**config.mk**
```make
export PLATFORM = sky130hd
export DESIGN_NAME = br_order_buf
export DESIGN_NICKNAME = d
export VERILOG_FILES = /design/src/rtl/br_order_buf.sv
export SDC_FILE = /design/constraint.sdc
export NUM_CORES = 2
export LEC_CHECK = 0
export ABC_AREA = 1
export ABC_CLOCK_PERIOD_IN_PS = 4100
export BUFFER_PORTS_ARGS = -buffer_cell sky130_fd_sc_hd__buf_4
export CORE_ASPECT_RATIO = 1.2
export CORE_MARGIN = 2
export CORE_UTILIZATION = 35
export CTS_CLUSTER_DIAMETER = 150
export CTS_CLUSTER_SIZE = 14
export DETAILED_ROUTE_END_ITERATION = 7
export GPL_TIMING_DRIVEN = 1
export PLACE_DENSITY = 0.55
export REMOVE_ABC_BUFFERS = 1
export SETUP_SLACK_MARGIN = 0.5
export SYNTH_ARGS = -nofsm -noshare
export SYNTH_HDL_FRONTEND = slang
export SYNTH_SLANG_ARGS = --single-unit
```
**constraint.sdc**
```tcl
create_clock -name clock -period 4.1 [get_ports clock]
set_clock_uncertainty 0.05 [all_clocks]
set_input_delay 0.41 -clock clock [delete_from_list [all_inputs] [get_ports clock]]
set_output_delay 0.41 -clock clock [all_outputs]
set_load 0.05 [all_outputs]
```
**src/rtl/br_order_buf.sv**
```systemverilog
// -----------------------------------------------------------------------------
// br_order_buf -- in-order branch order buffer for the tournament predictor.
//
// Each conditional-branch prediction made in fetch is captured here with its
// metadata: PC, local/global/final directions, local history, BHR and RAS
// pointer. The entry is held until the branch retires. On retire the head
// entry is replayed, one cycle later, as the registered bob_* update bundle,
// together with the resolved direction and the chooser-update controls.
//
// Ports
//   clock, reset_n           core clock, asynchronous active-low reset
//   flush_rt_i               retire-stage flush; empties the buffer
//   alloc_*_i                allocation request and prediction metadata
//   rt_condbr_val_i          a conditional branch is retiring (pop head)
//   rt_brdir_i               resolved direction of the retiring branch
//   bob_stall_o              buffer full (combinational)
//   bob_count_o              occupancy, 0..DEPTH
//   bob_valid_o              update bundle valid (one cycle per retire)
//   bob_pc_o .. bob_mispred_o  registered update bundle payload
// -----------------------------------------------------------------------------
module br_order_buf #(
   parameter int DEPTH = 16,
   parameter int PTR_W = 4,
   parameter int LH_W  = 10,
   parameter int GH_W  = 12,
   parameter int RAS_W = 4
) (
   input  logic               clock,
   input  logic               reset_n,
   input  logic               flush_rt_i,
   input  logic               alloc_val_i,
   input  logic [63:0]        alloc_pc_i,
   input  logic               alloc_lpred_i,
   input  logic               alloc_gpred_i,
   input  logic               alloc_fpred_i,
   input  logic [LH_W-1:0]    alloc_lochist_i,
   input  logic [GH_W-1:0]    alloc_bhr_i,
   input  logic [RAS_W-1:0]   alloc_rasptr_i,
   input  logic               rt_condbr_val_i,
   input  logic               rt_brdir_i,
   output logic               bob_stall_o,
   output logic [PTR_W:0]     bob_count_o,
   output logic               bob_valid_o,
   output logic [63:0]        bob_pc_o,
   output logic               bob_brdir_o,
   output logic               bob_chwe_o,
   output logic               bob_chdir_o,
   output logic [LH_W-1:0]    bob_lochist_o,
   output logic [GH_W-1:0]    bob_bhr_o,
   output logic [RAS_W-1:0]   bob_rasptr_o,
   output logic               bob_mispred_o
);

   // Per-branch payload held in the buffer
   typedef struct packed {
      logic [63:0]      pc;
      logic             lpred;
      logic             gpred;
      logic             fpred;
      logic [LH_W-1:0]  lochist;
      logic [GH_W-1:0]  bhr;
      logic [RAS_W-1:0] rasptr;
   } entry_t;

   localparam logic [PTR_W:0]   CNT_FULL = (PTR_W+1)'(DEPTH);
   localparam logic [PTR_W:0]   CNT_ONE  = (PTR_W+1)'(1);
   localparam logic [PTR_W:0]   CNT_ZERO = (PTR_W+1)'(0);
   localparam logic [PTR_W-1:0] PTR_ONE  = PTR_W'(1);
   localparam logic [PTR_W-1:0] PTR_ZERO = PTR_W'(0);

   // Chooser moves toward global only when the two component predictors
   // disagree; the direction says whether global turned out right.
   function automatic logic chooser_we(input logic lpred, input logic gpred);
      return lpred ^ gpred;
   endfunction

   function automatic logic chooser_dir(input logic gpred, input logic brdir);
      return (gpred == brdir);
   endfunction

   function automatic logic is_mispred(input logic fpred, input logic brdir);
      return (fpred != brdir);
   endfunction

   entry_t            mem_r [DEPTH];
   logic [DEPTH-1:0]  valid_r;
   logic [PTR_W-1:0]  rd_r;
   logic [PTR_W-1:0]  wr_r;
   logic [PTR_W:0]    count_r;

   logic              full_s;
   logic              retire_ok_s;
   logic              alloc_ok_s;
   entry_t            entry_in_s;
   entry_t            head_s;
   logic [PTR_W:0]    count_nxt_s;
   logic [DEPTH-1:0]  valid_nxt_s;

   assign full_s      = (count_r == CNT_FULL);
   assign retire_ok_s = rt_condbr_val_i && (count_r != CNT_ZERO);
   // A full buffer can still accept when the head leaves in the same cycle.
   assign alloc_ok_s  = alloc_val_i && !flush_rt_i && (!full_s || retire_ok_s);
   assign head_s      = mem_r[rd_r];
   assign bob_stall_o = full_s;
   assign bob_count_o = count_r;

   // Pack incoming prediction metadata into an entry
   always_comb begin
      entry_in_s         = '0;
      entry_in_s.pc      = alloc_pc_i;
      entry_in_s.lpred   = alloc_lpred_i;
      entry_in_s.gpred   = alloc_gpred_i;
      entry_in_s.fpred   = alloc_fpred_i;
      entry_in_s.lochist = alloc_lochist_i;
      entry_in_s.bhr     = alloc_bhr_i;
      entry_in_s.rasptr  = alloc_rasptr_i;
   end

   // Next occupancy: simultaneous alloc and retire cancel out
   always_comb begin
      count_nxt_s = count_r;
      case ({alloc_ok_s, retire_ok_s})
         2'b10:   count_nxt_s = count_r + CNT_ONE;
         2'b01:   count_nxt_s = count_r - CNT_ONE;
         default: count_nxt_s = count_r;
      endcase
   end

   // Next entry-valid vector; retire clears before alloc sets so a full
   // buffer with alloc+retire on the same slot ends up valid.
   always_comb begin
      valid_nxt_s = valid_r;
      if (retire_ok_s) begin
         valid_nxt_s[rd_r] = 1'b0;
      end else begin
         valid_nxt_s = valid_nxt_s;
      end
      if (alloc_ok_s) begin
         valid_nxt_s[wr_r] = 1'b1;
      end else begin
         valid_nxt_s = valid_nxt_s;
      end
   end

   // Entry payload storage; not reset, qualified by valid_r
   always_ff @(posedge clock) begin
      if (alloc_ok_s) begin
         mem_r[wr_r] <= entry_in_s;
      end
   end

   // Pointers, occupancy and valid bits; flush empties the buffer
   always_ff @(posedge clock or negedge reset_n) begin
      if (!reset_n) begin
         rd_r    <= PTR_ZERO;
         wr_r    <= PTR_ZERO;
         count_r <= CNT_ZERO;
         valid_r <= '0;
      end else if (flush_rt_i) begin
         rd_r    <= PTR_ZERO;
         wr_r    <= PTR_ZERO;
         count_r <= CNT_ZERO;
         valid_r <= '0;
      end else begin
         count_r <= count_nxt_s;
         valid_r <= valid_nxt_s;
         if (retire_ok_s) begin
            rd_r <= rd_r + PTR_ONE;
         end
         if (alloc_ok_s) begin
            wr_r <= wr_r + PTR_ONE;
         end
      end
   end

   // Registered update bundle; payload holds between retires. A retire in a
   // flush cycle is still reported.
   always_ff @(posedge clock or negedge reset_n) begin
      if (!reset_n) begin
         bob_valid_o   <= 1'b0;
         bob_pc_o      <= 64'h0;
         bob_brdir_o   <= 1'b0;
         bob_chwe_o    <= 1'b0;
         bob_chdir_o   <= 1'b0;
         bob_lochist_o <= '0;
         bob_bhr_o     <= '0;
         bob_rasptr_o  <= '0;
         bob_mispred_o <= 1'b0;
      end else begin
         bob_valid_o <= retire_ok_s && valid_r[rd_r];
         if (retire_ok_s) begin
            bob_pc_o      <= head_s.pc;
            bob_brdir_o   <= rt_brdir_i;
            bob_chwe_o    <= chooser_we(head_s.lpred, head_s.gpred);
            bob_chdir_o   <= chooser_dir(head_s.gpred, rt_brdir_i);
            bob_lochist_o <= head_s.lochist;
            bob_bhr_o     <= head_s.bhr;
            bob_rasptr_o  <= head_s.rasptr;
            bob_mispred_o <= is_mispred(head_s.fpred, rt_brdir_i);
         end
      end
   end

endmodule

```
# Word level (Yosys, flattened, before mapping)
# Memories as Yosys holds them, arrays and structs flattened.
# Index checks and enable logic that the tools add are counted.
word_totals:
  ff_bits: 124
  output_inout_bits: 101
  mem_bits_rw: 1488
  latchBits: 0
  mem_count: 1
  mem_bits_ro: 0
memory_table:
  columns: ["memory", "depth", "word_bits", "rd", "rd_clocked_by_memory_dff", "write_ports", "line", "source"]
  rows:
  - ["mem_r", 16, 93, 1, 0, 1, "85", "entry_t mem_r [DEPTH];"]
op_classes:
  mux: 17
  eq_ne: 5
  reduce_logical: 13
  order_cmp: 4
  multipliers: 0
  add_sub_neg: 4
  div: 0
  n_bitwise: 4
  shifts: 0
ops:
  columns: ["op", "count"]
  rows:
  - ["$mux 16", 3]
  - ["$and 16x16->16", 1]
  - ["$mux 4", 4]
  - ["$not 16->16", 1]
  - ["$or 16x16->16", 1]
  - ["$lt 4x5->1 const B", 2]
  - ["$pmux 5 s2", 1]
  - ["$add 4x1->4 const B", 2]
  - ["$demux 1 s4", 2]
  - ["$ge 4x1->1 const B", 2]
  - ["$logic_and 1x1->1", 6]
  - ["$add 5x1->5 const B", 1]
  - ["$eq 5x5->1 const B", 1]
  - ["$mux 1", 5]
  - ["$mux 5", 1]
  - ["$reduce_bool 5->1", 1]
  - ["$sub 5x1->5 const B", 1]
  - ["$bmux 1 s4", 1]
  - ["$reduce_bool 2->1", 2]
  - ["$reduce_bool 3->1", 1]
  - ["$eq 2x1->1 const B", 1]
  - ["$eq 2x2->1 const B", 1]
  - ["$logic_not 1->1", 2]
  - ["$eq 1x1->1", 1]
  - ["other kinds (3)", 3]

# Depth between registers and ports, before layout
logic_depth:
  depth_word: 10
  ltp_mapped: 15
  mapped_depth_nobuf: 13

# Worst setup path after synthesis
# Ideal clock, no wire load.
synth_timing:
  path_type: "register to register"
  start: "reg count_r[0] (netlist: bob_count_o[0])"
  end: "mem mem_r[11][0] in the netlist's numbering, enable pin"
  path_stages_with_launch: 9
  t_arrival_ns: 3.610
  t_required_ns: 3.603
  slack_ns: -0.006
  path_cell_list: "dfrtp_1 inv_1 nand3_1 nor2_1 nand2_1 nand2_1 nor2_1 nand2_1 inv_1"
synth_via:
  elab_chain_cells: 6
  elab_cells_between_ends: 8
synth_rtl:
  columns: ["item", "line", "source"]
  rows:
  - ["start, declared", "89", "logic [PTR_W:0] count_r;"]
  - ["start signal, assigned", "165", "count_r <= count_nxt_s;"]
  - ["$eq 5x5->1", "99", "assign full_s = (count_r == CNT_FULL);"]
  - ["via bob_stall_o", "41", "output logic bob_stall_o,"]
  - ["$logic_not 1->1", "102", "assign alloc_ok_s = alloc_val_i && !flush_rt_i && (!full_s || retire_ok_s);"]
  - ["$logic_or 1x1->1", "102", null]
  - ["$logic_and 1x1->1", "102", null]
  - ["$mux 1", "147", "if (alloc_ok_s) begin"]
  - ["$mux 1 (implied by the code)", "148", "mem_r[wr_r] <= entry_in_s;"]
  - ["end, declared", "85", null]
# The timed path passes the listed nets, and every way through them passes these cells.

# Worst setup path after layout
layout_timing:
  start: "reg count_r[0] (netlist: bob_count_o[0])"
  end: "mem mem_r[7][19] in the netlist's numbering, enable pin"
layout_via:
  elab_chain_cells: 6
  elab_cells_between_ends: 8
layout_rtl:
  columns: ["item", "line"]
  rows:
  - ["$eq 5x5->1 / $reduce_bool 5->1 (equally long branches)", "99, 100"]
  - ["$logic_not 1->1 / $logic_and 1x1->1 (equally long branches)", "102, 100"]
  - ["$logic_or 1x1->1 *", "102"]
  - ["$logic_and 1x1->1 *", "102"]
  - ["$mux 1 *", "147"]
  - ["$mux 1 (implied by the code) *", "148"]
# Mark *: on every way between the ends. The rest lies on a longest branch, timed or not.

==> results.py <==
metrics = {
    "yosys": {
        "synth.cells.most_frequent": "edfxtp_1, nor2_1, nand2_1, o21ai_0, o22ai_1",
        "synth_most_common_cell": "edfxtp_1",
        "ys_types": 30,
        "synth.avg_cell_area_um2": 12.63,
        "syn_inst": 4987,
        "yosys_warnings": 0,
        "synth_area_um2": 62960,
        "synth_edf_count": 1488,
        "async_flop_share_pct": 7.692,
        "yosysTopAreaCell": "edfxtp_1",
        "ys_seq_area_share_pct": 75.90,
        "yosys_most_used_dff": "edfxtp_1",
        "yosysTopAreaCellShare_pct": 70.97,
        "ys_ff_latch": 1612,
        "synth.area.top_cells": "edfxtp_1, o21ai_0, nor2_1, dfrtp_1, nand2_1",
    },
    "clock_tree": {
        "cts_buffer_depth": 3,
        "htree_levels": 4,
        "cts_sinks": 1612,
        "cts_resized": 0,
        "numCtsBuffers": 133,
        "tritoncts": "built",
        "post_cts_buffers": 0,
        "clkTransAtPathRegs_ns": 0.07,
        "cts_hold_buf": 97,
        "root_buffer": "clkbuf_16",
        "clock_latency_ns": 0.79,
    },
    "worst_setup_path": {
        "setup.worst_path.end": "mem_r[7][19]",
        "reg2reg_from": "bob_count_o[0]",
        "worstPathArrival_ns": 3.68,
        "worst_setup_path_end_kind": "flip-flop",
        "required_ns": 4.47,
        "cp_max_fo": 35,
        "path_class": "reg -> reg",
        "crit_path_start_kind": "flip-flop",
        "r2r-end": "mem_r[7][19]",
        "r2r_slack_ns": 0.79,
        "reg2reg_depth": 9,
        "startpoint": "bob_count_o[0]",
    },
    "timing": {
        "rsz0062_at_grt": "no",
        "period_share_pct": 80.69,
        "slew_viol_final": 0,
        "fmax_mhz": 302.3,
        "hold_viol": 0,
        "finalWorstSetupSlack_ns": 0.7919,
        "holdWs_ns": 0.1497,
        "finalSetupViolations": 0,
        "fin_crit_ns": 3.308,
        "maxSlewHeadroom_pct": 24.80,
        "setup_tns_ns": 0,
        "worst_slew_pin_slew_ns": 1.128,
    },
    "final_layout": {
        "final.fill_count": 16770,
        "multi_input_area_um2": 13240,
        "fin_area_um2": 72090,
        "drive_gt1_share_pct": 8.592,
        "final_util_pct": 40.30,
        "nets": 5299,
        "register_area_um2": 47790,
        "synthToLayoutAreaGrowth_pct": 14.49,
        "final_cells": 7695,
    },
    "hold_path": {
        "hold_path_class": "in -> reg",
    },
    "place": {
        "placed_area_um2": 67260,
        "place_ws_ns": 0.8087,
        "portBuffers": 199,
        "dp_hpwl_um": 91270,
        "gp_congestion": 0.7821,
        "dp.cells": 7364,
    },
    "routing": {
        "drt_iter0_markers": 3885,
        "vias": 39740,
        "drc": 0,
        "vias_per_cell": 5.165,
        "ant_nets": 0,
        "drt-pass1-iter-count": 6,
        "wl_um": 173900,
        "avgRoutedWirePerCell_um": 22.60,
    },
    "pwr": {
        "powerDensity_nw_per_um2": 564.2,
        "vdd_drop_max_mv": 0.5258,
        "p_switching_mw": 13.09,
        "power_leakage_nw": 24.76,
        "p_total_mw": 40.67,
        "clkPwrFrac_pct": 29.7,
        "comb_power_share_pct": 23.1,
        "p_int_mw": 27.58,
        "p_seq_share_pct": 47.2,
        "sw_frac_of_total_pct": 32.18,
    },
    "grt": {
        "grt-ovfl-total": 0,
        "grt_first_pass_wirelength_um": 257900,
        "grt_antenna_before_repair": 13,
        "grt_pass1_vias": 38350,
        "grt_max_degree": 205,
        "grt_use_total_pct": 18.72,
    },
    "floorplanning": {
        "ioPinCount": 200,
        "initial_utilization_pct": 35.20,
        "die_x_um": 391.2,
        "dieArea_um2": 183300,
        "die_y_um": 468.6,
        "coreArea_um2": 178900,
        "rows": 170,
    },
    "job": {
        "drv_cap": 0,
    },
    "status": {
        "status": "complete, no violations",
    },
}
worst min-delay path by stage:
stage | to | slack, ns | depth (start not counted) | startpoint
6_report | bob_pc_o[60] | 0.15 | 4 | rt_condbr_val_i
5_1_grt | bob_pc_o[27] | 0.16 | 4 | rt_condbr_val_i
4_1_cts | bob_pc_o[7] | 0.10 | 4 | rt_condbr_val_i
3_5_place_dp | bob_pc_o[23] | 0.42 | 2 | bob_pc_o[23]
3_3_place_gp | bob_pc_o[23] | 0.42 | 2 | bob_pc_o[23]
2_1_floorplan | bob_bhr_o[0] | 0.06 | 0 | reset_n
layout make-up:
type	count	area share (%)
flip-flops and latches	1612	66.30
inverters	111	0.7498
clock inverters	5	0.05901
well taps	2408	4.179
diodes	3	0.01041
repair buffers	381	5.056
multi-input cells	2949	18.37
clock buffers	226	5.278
flip-flops by register name (all words and copies together) (netlist names):
| signal | cells |
|---|---|
| mem_r | 1488 |
| bob_pc_o | 64 |
| valid_r | 16 |
| bob_bhr_o | 12 |
| bob_lochist_o | 10 |
| bob_count_o | 5 |
| bob_rasptr_o | 4 |
| rd_r | 4 |
| wr_r | 4 |
| bob_brdir_o | 1 |
| bob_chdir_o | 1 |
| bob_chwe_o | 1 |
| bob_mispred_o | 1 |
| bob_valid_o | 1 |
layout by cell type, fill, tap and decap left out, types with 40 or more instances in the layout:
cell type      synthesis  final
a21oi_1              117    117
buf_12                 0     43
buf_4                 27    240
clkbuf_1             170     87
clkbuf_16              0    139
dfrtp_1              124    122
dlygate4sd3_1          0     97
edfxtp_1            1488   1488
inv_1                108     91
nand2_1              733    733
nand3_1               91     91
nand4_1               40     40
nor2_1               873    872
o21ai_0              706    706
o21ai_1              132    132
o22ai_1              234    234
layer usage:
metal	vias up	share of wire, %	global-route usage [%]	routed length, um
met5	-	0.051	0	89
met4	16	2.0	4.820	3471
met3	197	5.9	2.715	10290
met2	1230	46	29.51	80630
met1	20050	46	27.18	79430
li1	18250	-	-	-
kinds of logic after synthesis:
| group | synth area share (%) |
|---|---|
| buf+inv | 3.122 |
| simple gates | 10.75 |
| compound gates | 9.938 |
| fa+ha+maj | 0.2504 |
| xor+xnor | 0.04174 |
| flops | 75.90 |
power groups by stage:
stage	combinational [mW]	sequential (mW)	clock (mW)
final	9.40	19.2	12.1
after floorplan	4.18	21.3	0
after CTS	9.52	19.2	12.3
after global placement	9.34	19.6	0
after global routing	10.3	19.3	12.9
after detailed placement	9.39	19.6	0
worst max-delay path, stage by stage (launching register included):
cell and delay (ns):
dfrtp_1 0.39, inv_1 0.12, nand4_1 0.22, nand2_8 0.27, nand2_1 0.20, nand2_1 0.22, nor2_1 0.35, nand2_1 0.21
inv_6 0.43, buf_4 0.45
(Power assumes the default switching activity.)
